File: config.mk
export PLATFORM = sky130hd
export DESIGN_NAME = lstm_sequencer
export DESIGN_NICKNAME = d
export VERILOG_FILES = /design/src/rtl/lstm_pkg.sv /design/src/rtl/lstm_sequencer_watchdog.sv /design/src/rtl/lstm_sequencer.sv
export SDC_FILE = /design/constraint.sdc
export NUM_CORES = 1
export LEC_CHECK = 0
export CORE_AREA = 2 2 109 111
export CTS_CLUSTER_DIAMETER = 120
export CTS_CLUSTER_SIZE = 30
export DETAILED_ROUTE_END_ITERATION = 16
export DIE_AREA = 0 0 111 113
export MAX_ROUTING_LAYER = met4
export PLACE_DENSITY = 0.72
export SYNTH_ARGS = -nofsm -noshare
export SYNTH_HDL_FRONTEND = slang
export SYNTH_HIERARCHICAL = 1
export SYNTH_SLANG_ARGS = --single-unit
File: constraint.sdc
create_clock -name clk -period 5.45 [get_ports clk]
set_clock_uncertainty 0.05 [all_clocks]
set_input_delay 1.09 -clock clk [delete_from_list [all_inputs] [get_ports clk]]
set_output_delay 1.09 -clock clk [all_outputs]
set_load 0.05 [all_outputs]
File: src/rtl/lstm_pkg.sv
// Shared types and constants for the lstm cell and its sequencer.
// Data is signed Q8.8; the sequencer only moves it around.
package lstm_pkg;

  localparam int FRAC_BITS  = 8;
  localparam int DATA_WIDTH = 16;

  typedef enum logic [1:0] {
    IDLE,
    ISSUE,
    WAIT,
    EMIT
  } lstm_seq_state_t;

endpackage

File: src/rtl/lstm_sequencer_watchdog.sv
// Cycle counter bounding how long a step may wait for the cell result.
// Expires on the TIMEOUT-th consecutive cycle of run.
module lstm_sequencer_watchdog #(
  parameter int TIMEOUT = 64
) (
  input  logic clk,
  input  logic rst,
  input  logic clear,
  input  logic run,
  output logic expired
);

  localparam int CW = (TIMEOUT > 1) ? $clog2(TIMEOUT) : 1;
  localparam logic [CW-1:0] LAST = CW'(TIMEOUT - 1);

  logic [CW-1:0] count;

  always_ff @(posedge clk) begin
    if (!rst) begin
      count <= '0;
    end else if (clear) begin
      count <= '0;
    end else if (run) begin
      count <= count + 1'b1;
    end
  end

  assign expired = run && (count == LAST);

endmodule

File: src/rtl/lstm_sequencer.sv
// Feeds samples to the lstm cell one step at a time and loops y/C back
// as h/C, emitting each step downstream and clearing state per sequence.
module lstm_sequencer
  import lstm_pkg::*;
#(
  parameter int WIDTH   = DATA_WIDTH,
  parameter int TIMEOUT = 64,
  parameter int MAX_LEN = 1024,
  localparam int SW = (MAX_LEN > 1) ? $clog2(MAX_LEN) : 1
) (
  input  logic             clk,
  input  logic             rst,
  input  logic [WIDTH-1:0] s_data,
  input  logic             s_valid,
  input  logic             s_last,
  output logic             s_ready,
  output logic [WIDTH-1:0] x_in,
  output logic             x_valid,
  input  logic             x_ready,
  output logic [WIDTH-1:0] h_in,
  output logic [WIDTH-1:0] C_in,
  input  logic [WIDTH-1:0] y_out,
  input  logic [WIDTH-1:0] C_out,
  input  logic             y_valid,
  output logic [WIDTH-1:0] m_data,
  output logic [WIDTH-1:0] m_cell,
  output logic             m_valid,
  output logic             m_last,
  input  logic             m_ready,
  output logic [SW-1:0]    step_count,
  output logic             timeout
);

  localparam logic [SW-1:0] LAST_IDX = SW'(MAX_LEN - 1);

  lstm_seq_state_t state;

  logic [WIDTH-1:0] x_q;
  logic [WIDTH-1:0] h_q;
  logic [WIDTH-1:0] c_q;
  logic             last_q;
  logic             wd_clear;
  logic             wd_run;
  logic             wd_expired;
  logic             at_cap;

  assign x_in   = x_q;
  assign h_in   = h_q;
  assign C_in   = c_q;
  assign m_data = h_q;
  assign m_cell = c_q;

  assign wd_clear = (state == ISSUE) && x_ready;
  assign wd_run   = (state == WAIT);
  assign at_cap   = (step_count == LAST_IDX);

  lstm_sequencer_watchdog #(
    .TIMEOUT (TIMEOUT)
  ) u_wd (
    .clk     (clk),
    .rst     (rst),
    .clear   (wd_clear),
    .run     (wd_run),
    .expired (wd_expired)
  );

  always_ff @(posedge clk) begin
    if (!rst) begin
      state      <= IDLE;
      x_q        <= '0;
      h_q        <= '0;
      c_q        <= '0;
      last_q     <= 1'b0;
      step_count <= '0;
      s_ready    <= 1'b0;
      x_valid    <= 1'b0;
      m_valid    <= 1'b0;
      m_last     <= 1'b0;
      timeout    <= 1'b0;
    end else begin
      timeout <= 1'b0;
      unique case (state)
        IDLE: begin
          if (s_ready && s_valid) begin
            x_q     <= s_data;
            last_q  <= s_last;
            s_ready <= 1'b0;
            x_valid <= 1'b1;
            state   <= ISSUE;
          end else begin
            s_ready <= 1'b1;
          end
        end
        ISSUE: begin
          if (x_ready) begin
            x_valid <= 1'b0;
            state   <= WAIT;
          end
        end
        WAIT: begin
          // a result on the expiry cycle still counts
          if (y_valid) begin
            h_q     <= y_out;
            c_q     <= C_out;
            m_valid <= 1'b1;
            m_last  <= last_q || at_cap;
            state   <= EMIT;
          end else if (wd_expired) begin
            timeout    <= 1'b1;
            h_q        <= '0;
            c_q        <= '0;
            step_count <= '0;
            s_ready    <= 1'b1;
            state      <= IDLE;
          end
        end
        EMIT: begin
          if (m_ready) begin
            m_valid <= 1'b0;
            m_last  <= 1'b0;
            s_ready <= 1'b1;
            state   <= IDLE;
            if (m_last) begin
              h_q        <= '0;
              c_q        <= '0;
              step_count <= '0;
            end else begin
              step_count <= step_count + 1'b1;
            end
          end
        end
      endcase
    end
  end

endmodule

Word level (Yosys, flattened, before mapping)
Index checks and enable logic that the tools add are counted.

Add/subtract/negate cells: 2. Reduce and logical (&&, ||, !) cells: 17. Muxes and demuxes: 32. Bitwise operators: 2. Eq/ne operators: 13.

Operator list (number): 16-bit 2-to-1 mux (5); 16-bit case mux with 2 select lines (2); 10-bit 2-to-1 mux (4); 10-bit case mux with 2 select lines (1); 4-bit AND reduction (4); 2-bit inequality test, second input constant (7); 10-bit by 1-bit adder with 10-bit output, second input constant (1); 10-bit equality test, second input constant (1); 1-bit 2-to-1 mux (10); 2-bit 2-to-1 mux (5); 2-bit case mux with 4 select lines (1); 6-bit by 1-bit adder with 6-bit output, second input constant (1); 6-bit equality test, second input constant (1); 1-bit case mux with 2 select lines (3); 3-bit AND reduction (2); 2-bit equality test, second input constant (2); 2-bit nonzero test (2); 1-bit logical AND (3); 3-bit inequality test, second input constant (1); 1-bit case mux with 3 select lines (1); 3-bit nonzero test (1); 3-bit OR reduction (1); 2-bit by 1-bit equality test with 1-bit output, second input constant (1); 2-bit logical NOT (1); other kinds (4) (5).

Word-level logic and storage cells: 78. Register bits: 72. Output and inout port bits: 95. Bits of input ports: 55.

Depth between registers and ports, before layout
Word-level depth: 5. Depth in mapped cells: 10. Mapped depth without buffers: 7.

Modules after synthesis
Netlist, hierarchy kept.

Modules (own cells, without submodules): lstm_sequencer (times used 1, area each 3090.5 um^2, seq. area each 1321.3 um^2, cells each 347); lstm_sequencer_watchdog (times used 1, area each 252.7 um^2, seq. area each 120.1 um^2, cells each 27).

Worst setup path after synthesis
No wires, ideal clock.

Kind: register to register. From: register state[1]. To: register step_count[9]. Cell stages (with the launch flop): 10. Data required time: 5.328 ns. Slack: 3.210 ns. Clock period less this slack: 2.240 ns. Data arrival time: 2.118 ns. Path buffers: 2. Setup time: 0.072 ns. Cells stage by stage: dfxtp_1 -> buf_6 -> nor2b_1 -> nand4_1 -> nor2_1 -> and4bb_1 -> buf_6 -> o21ai_2 -> or3_1 -> a21oi_1.

Longest elaborated chain between the ends: 4. Elaborated cells between the ends (all ways): 9. Classes of those cells: eq/ne (5); mux (1); reduce/logical (3).

RTL lines: start, declared (RTL line lstm_sequencer.sv:36) `lstm_seq_state_t state;`; start signal, assigned (RTL line lstm_sequencer.sv:69) `state <= IDLE;`; start signal, assigned (RTL line lstm_sequencer.sv:89) `state <= ISSUE;`; start signal, assigned (RTL line lstm_sequencer.sv:97) `state <= WAIT;`; 2-bit equality test (RTL line lstm_sequencer.sv:54) `assign wd_run = (state == WAIT);`; named net wd_run (RTL line lstm_sequencer.sv:43) `logic wd_run;`; 1-bit logical AND (RTL line lstm_sequencer_watchdog.sv:28) `assign expired = run && (count == LAST);`; named net wd_expired (RTL line lstm_sequencer.sv:44) `logic wd_expired;`; 2-bit inequality test (no source line); 4-bit AND reduction (no source line); end signal, assigned (RTL line lstm_sequencer.sv:128) `step_count <= step_count + 1'b1;`; end, declared (RTL line lstm_sequencer.sv:30) `output logic [SW-1:0] step_count,`.

The timed path passes the listed nets, and every way through them passes these cells. A chain may end at the register's enable or synchronous reset.

Final worst setup path
Same ends and word-level chain as after synthesis.

==> key figures <==
Place
  • GPL Wtd Cong: 0.7358
  • Dpl hpwl: between 6 and 7 mm
  • Placed cell count: between 600 and 700
  • Number of port buffers: 149

Route
  • Wire per inst: 14.43 um
  • Via Count: ~3000
  • Routed wire length: between 8 and 9 mm
  • Drt first-iter violations: ~140
  • Vias per cell: a little under 5
  • TritonRoute pass-1 iters: 4
  • Remaining antenna violation count: 0
  • DRC Markers: 0

Outcome
  • Status: finished clean

Global route
  • GRT overflow: 0
  • Largest net degree at the start of global routing: 59
  • GRT Resource Usage Total: 0.1458
  • Initial antenna violation count: 0
  • Vias in the first global route: 2970
  • First-pass GRT wire length: about 15 mm

Clock tree
  • Hold-fix buffers at CTS: 0
  • CTS tree: done
  • Clock transition at path regs: 60 ps
  • Root Buffer: clkbuf_16
  • Post-CTS setup buffer count: 0
  • Post-CTS resize count: 0
  • CTS Buffer Depth: 2
  • CTS sink count: between 70 and 80
  • Clk_lat worst skew: roughly 320 ps
  • CTS H-tree depth: 3
  • Total CTS buffers: 9

Critical path
  • Worst Setup Path Type: register to register
  • CP cell instances: nor2b_1 -> nand4_1 -> nor2_1 -> and4bb_1 -> o21ai_2 -> or3_1 -> a21oi_1
  • Startpoint types: register
  • Crit end category: register
  • Buf/Inv on CP: 0
  • Cell family with most CP delay: simple AND/OR/NAND/NOR gates
  • Data arrival, critical path: roughly 3500 ps
  • Max incr delay on CP: between 900 and 1000 ps
  • WP data required: around 5700 ps
  • CP max stage cell: dfxtp_2
  • Max FO, Critical Path: between 40 and 50

Logic synthesis
  • Synth area leaders: dfxtp_1, nand2_1, nand4b_1, buf_4, a21boi_0
  • Post-synthesis mux area share: 0.005988
  • Yosys reg bits: 72
  • Main combinational cell family by area after synthesis: simple AND/OR/NAND/NOR gates
  • Simple-Gate Fraction of Synth Area: 0.2410
  • Most used DFF post-synth: dfxtp_1
  • Syn_area_per_cell: roughly 9 sq um
  • Post-synthesis net count: approximately 430
  • XOR/XNOR Fraction of Synth Area: 0.02882
  • YS warnings: 6
  • Adder-Cell Fraction of Synth Area: 0.007485
  • Post-synth EDFFs: 0
  • Post-synth ARST share: 0
  • Area fraction in compound gates after synthesis: 0.1669
  • Synth top area share: 0.4311
  • Post-synth top area cell: dfxtp_1
  • Unique cell type count in the Yosys netlist: 40
  • Seq/Total Area, Yosys: 0.4311
  • Syn Inst Count: between 300 and 400
  • Synthesized cell area: roughly 3300 sq um

Finish
  • Nets: approximately 530
  • Non-filler cells in the finished layout: ~620
  • Diodes inserted: 0
  • Area growth syn-to-layout: 48.50%
  • Share of layout cells above drive strength 1: 0.05208
  • Fill count: about 1100

Timing
  • Pins Over Slew Limit: 0
  • Setup_tns: 0 ps
  • Slew at the pin closest to its max-slew limit: between 900 and 1000 ps
  • RSZ-0062 raised after global routing: false
  • Final worst-path cycle share: 0.6069
  • Max Freq: between 300 and 400 MHz
  • Rel. slew slack: 0.3455
  • Final min period: about 3300 ps
  • Hold Vio Cnt, Final: 0
  • Setup violators final: 0

Power
  • Leakage: around 1.7 nW
  • Power Density: 269.3 nW/um^2
  • Max IR drop VDD: 156.5 uV

Die
  • Num rows: 39
  • Die Width: between 100 and 150 um
  • Io pins: 150
  • Initial Util: 0.2966
  • Core area: 11270 sq um
  • Die Span Y: 113 um
  • DIE AREA: about 13000 sq um

Min path
  • Worst min path class: register to register

Run
  • Max Cap Viol: 0
-- worst register-to-register path: stages (launching register included) --
cell and delay, ps:
dfxtp_2 910, nor2b_1 530, nand4_1 250, nor2_1 370, and4bb_1 490, o21ai_2 130
or3_1 350, a21oi_1 140
-- sequential cells by signal, summed over array words and instances (netlist names), 2 cells and up --
signal and count:
u_wd/count 6, h_in 16, x_in 16, state 2, C_in 16, step_count 10
-- layout make-up --
type / count / area (sq um) / area share
tap: 143 / 178.9 / 0.03604
inverter: 1 / 3.754 / 0.0007560
clock buffer: 13 / 260.3 / 0.05242
clock inverter: 3 / 40.04 / 0.008065
sequential: 72 / 1443 / 0.2906
timing repair buffer: 152 / 1509 / 0.3039
multi-input combinational: 239 / 1530 / 0.3082
-- cell usage in the layout, fill, tap and decap left out, types with 2 or more instances in the layout --
cell type        count
clkbuf_1             2
o211ai_1             4
and2_1               3
nand4b_1            32
clkdlybuf4s50_1    148
or3_1                3
nand2b_1             2
nand4_1              2
nor2b_1              2
dfxtp_1             71
a21oi_1              6
and3_1               4
xor2_1               9
clkbuf_8             2
o21ai_0              7
buf_4                3
nor3_1               2
xnor2_1              2
nor2_1              15
mux2i_1              2
a21boi_0            27
clkinv_2             2
a21boi_1            23
o2111ai_1            2
clkbuf_16            9
nand2_1             76
ha_1                 2
-- metrics by stage --
stage / cell area (sq um) / worst slack (ps) / power (mW) / hold WS, ps / util
after CTS: 4965 / 2194 / 1.356 / 401.6 / 0.4404
final: 4965 / 2142 / 1.337 / 401.3 / 0.4404
after detailed placement: 4664 / 2200 / 0.7604 / 394.8 / 0.4138
after floorplan: 3343 / 3210 / 0.6777 / 393.5 / -
after global placement: 4664 / 2356 / 0.7569 / 390.9 / 0.4138
after global routing: 4965 / 1878 / 1.394 / 428.2 / 0.4404
-- Yosys cell counts, drive strengths merged (2+ instances only) --
| library cell | number |
|---|---|
| nand2 | 76 |
| dfxtp | 72 |
| a21boi | 50 |
| buf | 46 |
| nand4b | 32 |
| clkbuf | 16 |
| nor2 | 15 |
| xor2 | 9 |
| o21ai | 8 |
| a21oi | 6 |
| and3 | 4 |
| o211ai | 4 |
| and2 | 3 |
| nand4 | 3 |
| or3 | 3 |
| ha | 2 |
| mux2i | 2 |
| nand2b | 2 |
| nor2b | 2 |
| nor3 | 2 |
| o2111ai | 2 |
| xnor2 | 2 |
-- per-layer routing --
| metal | vias to the layer above | share of wire | track usage |
|---|---|---|---|
| li1 | 1466 | - | - |
| met1 | 1460 | 0.42 | 0.1705 |
| met2 | 118 | 0.50 | 0.2499 |
| met3 | 13 | 0.060 | 0.02946 |
| met4 | 0 | 0.015 | 0.05250 |
| met5 | - | 0 | - |
-- power breakdown --
| part | switching [mW] | leakage (nW) | internal (mW) | total (mW) |
|---|---|---|---|---|
| clock network | 0.212 | 0.150 | 0.378 | 0.590 |
| logic | 0.107 | 0.941 | 0.0850 | 0.192 |
| registers | 0.0133 | 0.583 | 0.541 | 0.555 |
-- final timing paths --
kind,from,end,slack [ps],cells past startpoint
max,state[1]$_SDFFE_PN0P_,step_count[9]$_SDFFE_PN0P_,2140,7
min,x_in[12]$_SDFFE_PN0P_,x_in[12]$_SDFFE_PN0P_,400,2
min reg2reg,x_in[12]$_SDFFE_PN0P_,x_in[12]$_SDFFE_PN0P_,400,2
max reg2reg,state[1]$_SDFFE_PN0P_,step_count[9]$_SDFFE_PN0P_,2140,7
-- cells by family after synthesis --
family                   after synthesis
AND/OR/NAND/NOR                      148
AO/OA/AOI/OAI                         76
flip-flops                            72
buffers and inverters                 63
XOR/XNOR                              11
multiplexers                           2
adder cells (fa/ha/maj)                2
No activity file was read; power rests on OpenSTA's default activity.
==> variant: new RTL, config.mk and constraints unchanged <==
Register the output `timeout` once more; this adds one clock of latency there. The other outputs are not delayed to match.
--- a/src/rtl/lstm_sequencer.sv
+++ b/src/rtl/lstm_sequencer.sv
@@ -34,2 +34,4 @@
   localparam logic [SW-1:0] LAST_IDX = SW'(MAX_LEN - 1);
+
+  logic timeout_s0;
 
@@ -78,5 +80,5 @@
       m_last     <= 1'b0;
-      timeout    <= 1'b0;
+      timeout_s0 <= 1'b0;
     end else begin
-      timeout <= 1'b0;
+      timeout_s0 <= 1'b0;
       unique case (state)
@@ -108,3 +110,3 @@
           end else if (wd_expired) begin
-            timeout    <= 1'b1;
+            timeout_s0 <= 1'b1;
             h_q        <= '0;
@@ -135,2 +137,6 @@
 
+  always_ff @(posedge clk) begin
+    timeout <= timeout_s0;
+  end
+
 endmodule
Function: same outputs for any inputs over 10 cycles, from zero or initial values and one cycle with rst low; that may be too few to reach the edited logic, so the function may still have changed.
==> variant against the original RTL <==
Synthesized area grew 0.60%. Worst setup slack gained 6.0 ps. Final area is essentially flat. Die area is the same. Power shrank 1.8%. Combinational power is essentially flat. Wire length grew 0.50%. Sequential cell count grew 1. Core utilization is essentially flat. Critical path type unchanged. Critical endpoint unchanged. Highest routed layer unchanged.
==> variant: results (changes against the original RTL) <==
GRT Total Usage: 14.4% (-0.14 points)
post-place instance area: 4680 um2 (+0.43%)
syn nets: 432 (+0.23%)
via count: 3013 (-1.4%)
Max VDD drop: 0.132 mV (-16%)
CTS buffer count: 9 (unchanged)
Max clock buf depth: 2 (unchanged)
Leakage: 1.66 nW (-0.79%)
worst-skew pair later-pin latency: 330 ps
WHS Path Cells: 0 (-2)
DP HPWL: 6.26 mm (+1.3%)
Synth Area per Inst: 8.97 um2 (+0.33%)
Critical Path Max Stage Delay: 910 ps (about the same)
Setup WS pre-CTS: 2210 ps (+14.1 ps)
HP Class: reg -> reg
postcts setup bufs: 0 (unchanged)
fin cells: 624 (+0.16%)
share of cells above drive strength 1: 5.41% (+0.20 points)
Initial DRT Pass Iterations: 5 (+1)
Yosys warning total: 6 (unchanged)
clk slew on worst S/H paths: 60 ps (about the same)
Worst Path Max Fanout: 46 (unchanged)
dpl cells: 608 (+0.16%)
Worst-Margin Slew: 995 ps (+14.9 ps)
Seq/Total Area, Yosys: 43.5% (+0.34 points)
final WL: 9.03 mm (+0.50%)
top cells by area, synth: dfxtp_1 (43%), nand2_1 (8.5%), nand4b_1 (8.3%)
initial DRC count: 176 (+23%)
Yosys cell types: 40 (unchanged)
CP delay by family, top: simple AND/OR/NAND/NOR gates
first-pass GRT wire length: 14.4 mm (-1.5%)
largest net degree at the start of global routing: 59 (unchanged)
dominant synthesized flop cell: dfxtp_1
diode count: 0 (unchanged)
initial antenna violation count: 0 (unchanged)
vias in the first global route: 2918 (-1.8%)
GP Congestion: 0.794 (+7.9%)
status: finished clean
Final nets: 533 (+0.19%)
P_int: 957 uW (-4.8%)
slowest stage cell, crit path: dfxtp_2
filler instances: 1099 (+1.0%)
synth cell count leaders: nand2_1 (76), dfxtp_1 (73), buf_4 (36)
H-tree lvl count: 3 (unchanged)
port bufs: 149 (unchanged)
FFs w/ async S/R, synth: 0% (unchanged)
# resized after CTS: 0 (unchanged)
CTS root buf: clkbuf_16
setup TNS: 0 ps (unchanged)
variant: cell count changes after synthesis:
cell	before	now
dfxtp_1	72	73
variant: final timing paths:
path                                 start            end  slack, ps
worst max-delay path              state[1]  step_count[9]       2150
worst min register to register  timeout_s0        timeout        280
worst min-delay path            timeout_s0        timeout        280
worst max register to register    state[1]  step_count[9]       2150
variant: routing by layer:
| layer | routed length [um] | vias up | global-route usage [%] |
|---|---|---|---|
| met5 | 0 | - | - |
| met4 | 88 | 0 | 4.25 |
| met3 | 673 | 6 | 5.25 |
| met2 | 4510 | 122 | 24.4 |
| met1 | 3760 | 1418 | 16.1 |
| li1 | - | 1467 | - |
variant: cells by family after synthesis:
family	share of synthesized area (%)
AOI/OAI and AO/OA	16.6
xor gates and xnor gates	2.86
adders and majority gates	0.744
buffers and inverters	11.8
DFF	43.5
muxes	0.595
and+or+nand+nor	24.0
variant: worst register-to-register path, delay by kind of cell, from the launching register on:
| family | cells | cell delay [ps] |
|---|---|---|
| and+or+nand+nor | 5 | 2010 |
| DFF | 1 | 910 |
| AOI/OAI and AO/OA | 2 | 270 |
variant: power by group through the flow:
stage / combinational [mW] / sequential [mW] / clock (mW)
after floorplan: 0.0706 / 0.615 / 0
after global placement: 0.192 / 0.573 / 0
after detailed placement: 0.193 / 0.574 / 0
after CTS: 0.194 / 0.562 / 0.579
after global routing: 0.204 / 0.565 / 0.600
final: 0.192 / 0.562 / 0.559
variant: layout make-up:
type / count / area (um2) / share of cell area [%]
Clock inverter: 5 / 40.0 / 0.806
Sequential cell: 73 / 1460 / 29.4
Clock buffer: 11 / 243 / 4.89
Inverter: 1 / 3.75 / 0.0756
Tap cell: 143 / 179 / 3.60
Multi-Input combinational cell: 239 / 1530 / 30.8
Timing Repair Buffer: 152 / 1510 / 30.4
